### src/rtl/seg7_pkg.sv
// Shared constants for the 4-digit 7-segment scan display.
// Font is active low, bit6=a ... bit0=g.
package seg7_pkg;

    localparam int NUM_DIGITS = 4;

    localparam logic [6:0] SEG_OFF = 7'h7F;
    localparam logic [3:0] AN_OFF  = 4'hF;

    typedef logic [1:0] digit_t;
    typedef logic [3:0] nibble_t;
    typedef logic [6:0] seg_t;

    // Entry k is the pattern for hex digit k.
    localparam logic [15:0][6:0] SEG7_FONT = {
        7'h38, 7'h30, 7'h42, 7'h31,
        7'h60, 7'h08, 7'h04, 7'h00,
        7'h0F, 7'h20, 7'h24, 7'h4C,
        7'h06, 7'h12, 7'h4F, 7'h01
    };

    // True when nibbles k..3 are all zero.
    function automatic logic [3:0] zero_above(
        input logic [15:0] v
    );
        logic [3:0] z;
        z[3] = (v[15:12] == 4'h0);
        z[2] = z[3] && (v[11:8] == 4'h0);
        z[1] = z[2] && (v[7:4] == 4'h0);
        z[0] = z[1] && (v[3:0] == 4'h0);
        return z;
    endfunction

endpackage

### src/rtl/hex_to_seg7.sv
// Hex nibble to active-low 7-segment pattern.
// Purely combinational lookup into the shared font.
module hex_to_seg7
    import seg7_pkg::*;
(
    input  logic [3:0] nibble,
    output logic [6:0] seg
);

    // Font lookup.
    always_comb begin
        seg = SEG7_FONT[nibble];
    end

endmodule

### src/rtl/seg7_scan_display.sv
// Time-multiplexed 4-digit common-anode 7-segment driver.
// Input is snapshotted once per frame so digits never tear.
module seg7_scan_display
    import seg7_pkg::*;
#(
    parameter int SCAN_DIV     = 100000,
    parameter int BLANK_CYCLES = 2000
) (
    input  logic        clock,
    input  logic        resetn,
    input  logic [15:0] data,
    input  logic [3:0]  dp_in,
    input  logic        lzb,
    output logic [6:0]  a_to_g,
    output logic [3:0]  an,
    output logic        dp
);

    localparam int CW = $clog2(SCAN_DIV);

    localparam logic [CW-1:0] CNT_MAX =
        CW'(SCAN_DIV - 1);
    localparam logic [CW-1:0] CNT_BLANK =
        CW'(BLANK_CYCLES);

    logic [CW-1:0] cnt_q, cnt_d;
    digit_t        digit_q, digit_d;
    logic [15:0]   data_q, data_d;
    logic [3:0]    dp_q, dp_d;
    seg_t          seg_q, seg_d;
    logic [3:0]    an_q, an_d;
    logic          dpo_q, dpo_d;

    logic    tick;
    logic    frame_end;
    nibble_t nib;
    seg_t    font_seg;
    logic    blanked;
    logic    lit;
    logic [3:0] blank_mask;
    logic [3:0] an_sel;

    hex_to_seg7 u_font (
        .nibble (nib),
        .seg    (font_seg)
    );

    // Prescaler, digit index and frame snapshot.
    always_comb begin
        tick      = (cnt_q == CNT_MAX);
        frame_end = tick && (digit_q == 2'd3);
        cnt_d     = tick ? '0 : cnt_q + 1'b1;
        digit_d   = tick ? digit_q + 2'd1 : digit_q;
        data_d    = frame_end ? data : data_q;
        dp_d      = frame_end ? dp_in : dp_q;
    end

    // Blanking and next output values for the current slot.
    always_comb begin
        nib        = data_q[digit_q*4 +: 4];
        blank_mask = zero_above(data_q)
                   & {3'b111, 1'b0}
                   & {4{lzb}};
        blanked    = blank_mask[digit_q];
        lit        = (cnt_q >= CNT_BLANK) && !blanked;
        an_sel     = 4'b0001 << digit_q;
        an_d       = lit ? ~an_sel : AN_OFF;
        seg_d      = blanked ? SEG_OFF : font_seg;
        dpo_d      = lit ? ~dp_q[digit_q] : 1'b1;
    end

    // State and output registers; reset darkens the display at once.
    always_ff @(posedge clock or negedge resetn) begin
        if (!resetn) begin
            cnt_q   <= '0;
            digit_q <= '0;
            data_q  <= '0;
            dp_q    <= '0;
            seg_q   <= SEG_OFF;
            an_q    <= AN_OFF;
            dpo_q   <= 1'b1;
        end else begin
            cnt_q   <= cnt_d;
            digit_q <= digit_d;
            data_q  <= data_d;
            dp_q    <= dp_d;
            seg_q   <= seg_d;
            an_q    <= an_d;
            dpo_q   <= dpo_d;
        end
    end

    assign a_to_g = seg_q;
    assign an     = an_q;
    assign dp     = dpo_q;

endmodule

### config.mk
export PLATFORM = sky130hd
export DESIGN_NAME = seg7_scan_display
export DESIGN_NICKNAME = d
export VERILOG_FILES = /design/src/rtl/seg7_pkg.sv /design/src/rtl/hex_to_seg7.sv /design/src/rtl/seg7_scan_display.sv
export SDC_FILE = /design/constraint.sdc
export NUM_CORES = 1
export LEC_CHECK = 0
export ABC_AREA = 0
export BUFFER_PORTS_ARGS = -buffer_cell sky130_fd_sc_hd__buf_2
export CORE_ASPECT_RATIO = 1.75
export CORE_MARGIN = 1
export CORE_UTILIZATION = 53
export CTS_CLUSTER_DIAMETER = 40
export DETAILED_ROUTE_END_ITERATION = 6
export GPL_ROUTABILITY_DRIVEN = 0
export MAX_ROUTING_LAYER = met4
export PLACE_DENSITY = 0.76
export SLEW_MARGIN = 20
export SYNTH_ARGS = -nofsm -noshare
export SYNTH_HDL_FRONTEND = slang
export SYNTH_HIERARCHICAL = 1
export SYNTH_SLANG_ARGS = --single-unit
### constraint.sdc
create_clock -name clock -period 3.19 [get_ports clock]
set_clock_uncertainty 0.05 [all_clocks]
set_input_delay 0 -clock clock [delete_from_list [all_inputs] [get_ports clock]]
set_output_delay 0 -clock clock [all_outputs]
set_load 0.005 [all_outputs]
# Yosys cells after proc, flatten, opt, wreduce, memory -nomap -nowiden
# Memory sizes are Yosys's and may differ from the RTL's.
# Index checks and enable logic that the tools add are counted.
[op_classes]
n_addsub = 2
mul = 0
n_div = 0
n_lt_le_gt_ge = 3
n_eq_ne = 2
shifts = 2
mux = 9
n_bitwise = 3
n_reduce_logical = 8
[op_table]
columns = ["op", "count"]
rows = [
  ["17-bit by 1-bit adder with 17-bit output (second input constant)", 1],
  ["17-bit equality test (second input constant)", 1],
  ["17-bit by 11-bit greater-or-equal comparator with 1-bit output (second input constant)", 1],
  ["17-bit two-way mux", 1],
  ["16-bit by 5-bit indexed part select with 4-bit output", 1],
  ["7-bit two-way mux", 2],
  ["4-bit logical NOT", 3],
  ["4-bit by 5-bit < comparator with 1-bit output (second input constant)", 1],
  ["4-bit bitwise AND", 1],
  ["1-bit binary-select mux with 2-bit select", 2],
  ["1-bit logical AND", 4],
  ["4-bit two-way mux", 1],
  ["4-bit NOT", 1],
  ["1-bit by 2-bit << shifter with 4-bit output (first input constant)", 1],
  ["2-bit by 3-bit < comparator with 1-bit output (second input constant)", 1],
  ["1-bit two-way mux", 3],
  ["2-bit by 1-bit adder with 2-bit output (second input constant)", 1],
  ["2-bit equality test (second input constant)", 1],
  ["1-bit logical NOT", 1],
  ["1-bit NOT", 1],
]
[totals]
reg_bits = 51
latch_bits = 0
ramBits = 0
romBits = 112
n_memories = 1
[memory_table]
columns = ["name", "words", "width", "read_ports", "rd_ports_with_merged_regs", "wr", "line", "text"]
rows = [
  ["(no name shown)", 16, 7, 1, 0, 0, "hex_to_seg7.sv:12", "seg = SEG7_FONT[nibble];"],
]

# Longest topological paths before layout
[depth]
ltp_word = 9
depth_mapped = 8

# Modules after synthesis
# Netlist, hierarchy kept.
[modules_own_cells]
columns = ["module", "instances", "cells_per_inst", "area_each_um2"]
rows = [
  ["seg7_scan_display", 1, 175, 2279.7],
  ["hex_to_seg7", 1, 32, 274.0],
]

# Least setup slack after synthesis
# OpenSTA, ideal clock, no wires.
[synth_path]
kind = "reg-to-reg"
from = "register digit_q[0]"
to = "register seg_q[3], in the netlist a_to_g[3]"
setup_time_ps = 84
arrival_time_ps = 2360
required_time_ps = 3056
path_slack_ps = 696
stages_incl_launch_ff = 8
path_cell_list = "dfrtp_1 > clkbuf_1 > mux4_2 > inv_1 > ha_1 > inv_1 > mux4_2 > or2_2"
[synth_via]
elab_chain_cells = 4
elab_cells_between_ends = 6
cone_classes = "1 x shift; 4 x mux; 1 x memory"
[synth_rtl]
columns = ["item", "line", "text"]
rows = [
  ["from (decl)", "seg7_scan_display.sv:27", "digit_t digit_q, digit_d;"],
  ["from (signal assigned)", "seg7_scan_display.sv:84", "digit_q <= digit_d;"],
  ["16-bit by 5-bit indexed part select with 4-bit output", "seg7_scan_display.sv:60", "nib = data_q[digit_q*4 +: 4];"],
  ["named net nib[0]", "seg7_scan_display.sv:36", "nibble_t nib;"],
  ["memory 16 x 7 bit", "--", ""],
  ["7-bit two-way mux (implied by the code)", "hex_to_seg7.sv:12", ""],
  ["named net font_seg[3]", "seg7_scan_display.sv:37", "seg_t font_seg;"],
  ["7-bit two-way mux", "seg7_scan_display.sv:68", "seg_d = blanked ? SEG_OFF : font_seg;"],
  ["named net seg_d[3]", "seg7_scan_display.sv:30", "seg_t seg_q, seg_d;"],
  ["to (signal assigned)", "seg7_scan_display.sv:87", "seg_q <= seg_d;"],
  ["to (decl)", "seg7_scan_display.sv:30", ""],
]
# The timed path passes the listed nets, and every way through them passes these cells. The select of a mux whose other input is x is not followed.
# A chain may end at the register's enable or synchronous reset.

# Worst setup path in the final report
# Same ends and word-level chain as after synthesis.

==> qor.log <==
qor: synth.postSynthRegisterBits 51
qor: sta.slew_viol_final 0
qor: route.drc 0
qor: power.ir_worst_vdd 0.0004141 V
qor: flow_run.cap_violations 0
qor: route.routed_vias 1733
qor: floorplanning.design.core.area 4666 sq um
qor: power.power.sequential.fraction 0.597
qor: global_route.grt_pass1_vias 1809
qor: synth.ys.warnings.count 6
qor: setup_path.cp_data_required_time 3370 ps
qor: finish.n_antenna_cell 0
qor: setup_path.start_kind register
qor: setup_path.critPathCaptureType register
qor: sta.timing.hold.ws 139.6 ps
qor: sta.timing.slew.headroom 0.5140
qor: clocking.ctsRootBufferMaster sky130_fd_sc_hd__clkbuf_8
qor: floorplanning.die_width 54.47 microns
qor: global_route.grt_use_met1 0.2110
qor: synth.top_ff_cell_synth sky130_fd_sc_hd__dfrtp_1
qor: floorplanning.initial_utilization 0.5473
qor: sta.grt_setup_unrepaired no
qor: route.routed_wirelength 4931 microns
qor: floorplanning.fp.dieArea 5111 sq um
qor: clocking.htreeDepth 2
qor: setup_path.cp_data_arrival_time 2520 ps
qor: worst_hold_path.timing.hold.worst_endpoint dp
qor: sta.finalWorstPathRequiredPeriod 2336 ps
qor: floorplanning.ioPinCount 35
qor: power.share_comb_of_total_power 0.098
qor: global_route.grt_overflow 0
qor: synth.ys_seq_area_frac 0.5056
qor: power.switching_share 0.2213
qor: synth.synth_largest_area_cell sky130_fd_sc_hd__dfrtp_1
qor: place.place_worst_setup_slack 882.7 ps
qor: sta.total_negative_slack_for_setup_checks 0 ps
qor: global_route.global_route.usage.total 0.2271
qor: finish.final_layout_size_suffix_gt1_frac 0.3571
qor: setup_path.worst-path-max-fanout 7
qor: setup_path.timing.rr.start digit_q[0]
qor: route.detail_route.first_pass.iterations 4
qor: sta.finalCritPeriodShare 0.7322
qor: global_route.grt_max_degree 34
qor: clocking.worst_skew_pair.late_latency 300 ps
qor: setup_path.critical_path.startpoint digit_q[0]
qor: place.hpwl 3465 microns
qor: clocking.clkSlewWorstSetupHoldPaths 80 ps
qor: finish.multi_input_area 1172 sq um
qor: sta.setup_ws 854.4 ps
qor: power.internal_power_component 0.8913 mW
qor: place.port-buffer-count 34
qor: synth.number_of_distinct_library_cell_variants_in_the_gate_level_netlist_after_synthesis 41
qor: global_route.grt-busiest-layer met2
qor: clocking.clockBufferDepth 2
qor: worst_hold_path.hp-class in2reg
qor: setup_path.timing.reg2reg.worst_path_depth 6
qor: sta.tightest_slew 729.1 ps
qor: setup_path.regToRegSetupSlack 850 ps
qor: global_route.met3_global_route_usage 0.04369
qor: setup_path.endpoint_of_the_lowest_slack_register_to_register_path a_to_g[3]
qor: finish.layout_commonest_cell sky130_fd_sc_hd__dfrtp_1
qor: sta.hold_viol 0
qor: synth.post_synth_main_area_contributors sky130_fd_sc_hd__dfrtp_1 (38%), sky130_fd_sc_hd__dfstp_2 (12%), sky130_fd_sc_hd__mux2_2 (9.7%)
qor: clocking.cts_buffers 5
qor: route.detail_route.iter0.violations 30
qor: clocking.post-cts-setup-buffer-count 0
qor: finish.layout.cells.non_filler 318
qor: power.power.switching 0.2532 mW
qor: route.avgViaCountPerCell 5.450
qor: finish.sequential_cell_area 1291 sq um
qor: clocking.post_cts_resized 0
qor: power.power.clock.fraction 0.305
qor: power.power.static_leakage 1.362 nW
qor: synth.synth_async_sr_flop_share 1.000
qor: place.cell_count_after_placement 289
qor: floorplanning.die-height 93.83 microns
qor: sta.max_freq 428.2 MHz
qor: synth.synthCells 207
qor: finish.highest_count_cells_in_the_layout_ignoring_fill_and_taps sky130_fd_sc_hd__dfrtp_1 (39), sky130_fd_sc_hd__buf_2 (34), sky130_fd_sc_hd__mux2_2 (22), sky130_fd_sc_hd__dlygate4sd3_1 (21), sky130_fd_sc_hd__nor2_1 (16)
qor: clocking.cts_tree built
qor: synth.synth_top_area_frac 0.3822
qor: finish.finalNetCount 301
qor: worst_hold_path.holdCritStartpoint lzb
qor: global_route.grtUsageMet2 0.4096
qor: route.drtAntennaViolNets 0
qor: worst_hold_path.worst_hold_path.num_cells 4
qor: global_route.grt_first_pass_wirelength 7907 microns
qor: sta.final_setup_fails 0
qor: synth.syn_area 2554 sq um
qor: setup_path.worst-setup-path-type reg2reg
qor: synth.synth_area_per_cell 12.34 sq um
qor: power.power_per_cell_area 375.7 nW/um^2
qor: synth.synth_net_count 243
qor: finish.fillCellCount 382
qor: clocking.cts_num_sinks 51
qor: power.finalPower 1.145 mW
qor: status.run_status complete, no violations
qor: synth.synth_enable_flop_cells 0
qor: finish.layout-area-overhead-vs-synth 19.30%
qor: route.wl_per_cell 15.51 microns
qor: floorplanning.row_count 33
qor: global_route.antenna_violations_before_repair 0
stage by stage:
step	util	instance area [sq um]
final	0.6530	3047
after global routing	0.6530	3047
after CTS	0.6530	3047
after detailed placement	0.5905	2755
after global placement	0.5905	2755
after floorplan	-	2554
worst max-delay path, cell delays in order (launching register included):
cell	delay [ps]
sky130_fd_sc_hd__dfrtp_1	490
sky130_fd_sc_hd__mux4_2	620
sky130_fd_sc_hd__inv_1	180
sky130_fd_sc_hd__ha_1	150
sky130_fd_sc_hd__inv_1	40
sky130_fd_sc_hd__mux4_2	430
sky130_fd_sc_hd__or2_2	300
cell usage after synthesis, types with 2 or more instances:
master and n:
sky130_fd_sc_hd__nor2_1 16, sky130_fd_sc_hd__a21oi_1 2, sky130_fd_sc_hd__or3_1 2, sky130_fd_sc_hd__dfrtp_1 39, sky130_fd_sc_hd__ha_1 13, sky130_fd_sc_hd__clkbuf_1 2, sky130_fd_sc_hd__or2_2 7, sky130_fd_sc_hd__o21ai_0 2
sky130_fd_sc_hd__mux2_2 22, sky130_fd_sc_hd__dfstp_2 12, sky130_fd_sc_hd__nor4_1 4, sky130_fd_sc_hd__xor2_1 7, sky130_fd_sc_hd__nand4_1 6, sky130_fd_sc_hd__inv_1 9, sky130_fd_sc_hd__xnor2_1 8, sky130_fd_sc_hd__nand2_1 12
sky130_fd_sc_hd__mux4_2 6, sky130_fd_sc_hd__a22o_1 2, sky130_fd_sc_hd__nor3_1 4, sky130_fd_sc_hd__mux2i_1 4, sky130_fd_sc_hd__clkbuf_8 2, sky130_fd_sc_hd__nand3_1 6, sky130_fd_sc_hd__buf_2 2
kinds of logic (layout without fill, tap and decap cells):
family,Yosys count,after routing,share of synthesized area
DFF,51,51,0.5056
buffers and inverters,16,75,0.03528
AOI/OAI and AO/OA,12,12,0.03283
muxes,32,32,0.1656
adders and majority gates,13,13,0.06370
xor gates and xnor gates,15,15,0.05145
and+or+nand+nor,68,68,0.1455
per-layer routing:
metal,vias to the layer above,share of wire
li1,840,-
met1,855,0.35
met2,30,0.59
met3,8,0.027
met4,0,0.026
met5,-,0
how the worst max path moves through the flow:
stage,to
finish,a_to_g[3]
global route,a_to_g[3]
CTS,a_to_g[3]
detailed placement,a_to_g[3]
global placement,a_to_g[3]
floorplan,a_to_g[3]
repair_timing:
item | 4_1_cts | 5_1_grt
hold buffers | 21 | 0
endpoints found under the setup margin | 0 | 0
endpoints found under the hold margin | 40 | 0
flip-flops by register name, summed over array words and instances, names as in the netlist:
signal / cells
cnt_q: 17
an: 4
data_q: 16
digit_q: 2
dp_q: 4
a_to_g: 7
dp: 1
cell type report:
type | count | share of cell area
sequential | 51 | 0.4238
multi-input combinational | 140 | 0.3848
timing repair buffer | 58 | 0.1322
clock buffer | 7 | 0.02505
tap | 52 | 0.02136
inverter | 9 | 0.01109
clock inverter | 1 | 0.001643
power by group through the flow:
stage	Combinational (mW)	Sequential (mW)	Clock [mW]
floorplan	0.0504	0.694	0
CTS	0.112	0.684	0.366
global route	0.124	0.688	0.392
global placement	0.0901	0.696	0
detailed placement	0.0924	0.696	0
finish	0.112	0.684	0.349
Note: power is estimated with default switching activity, not from simulation.
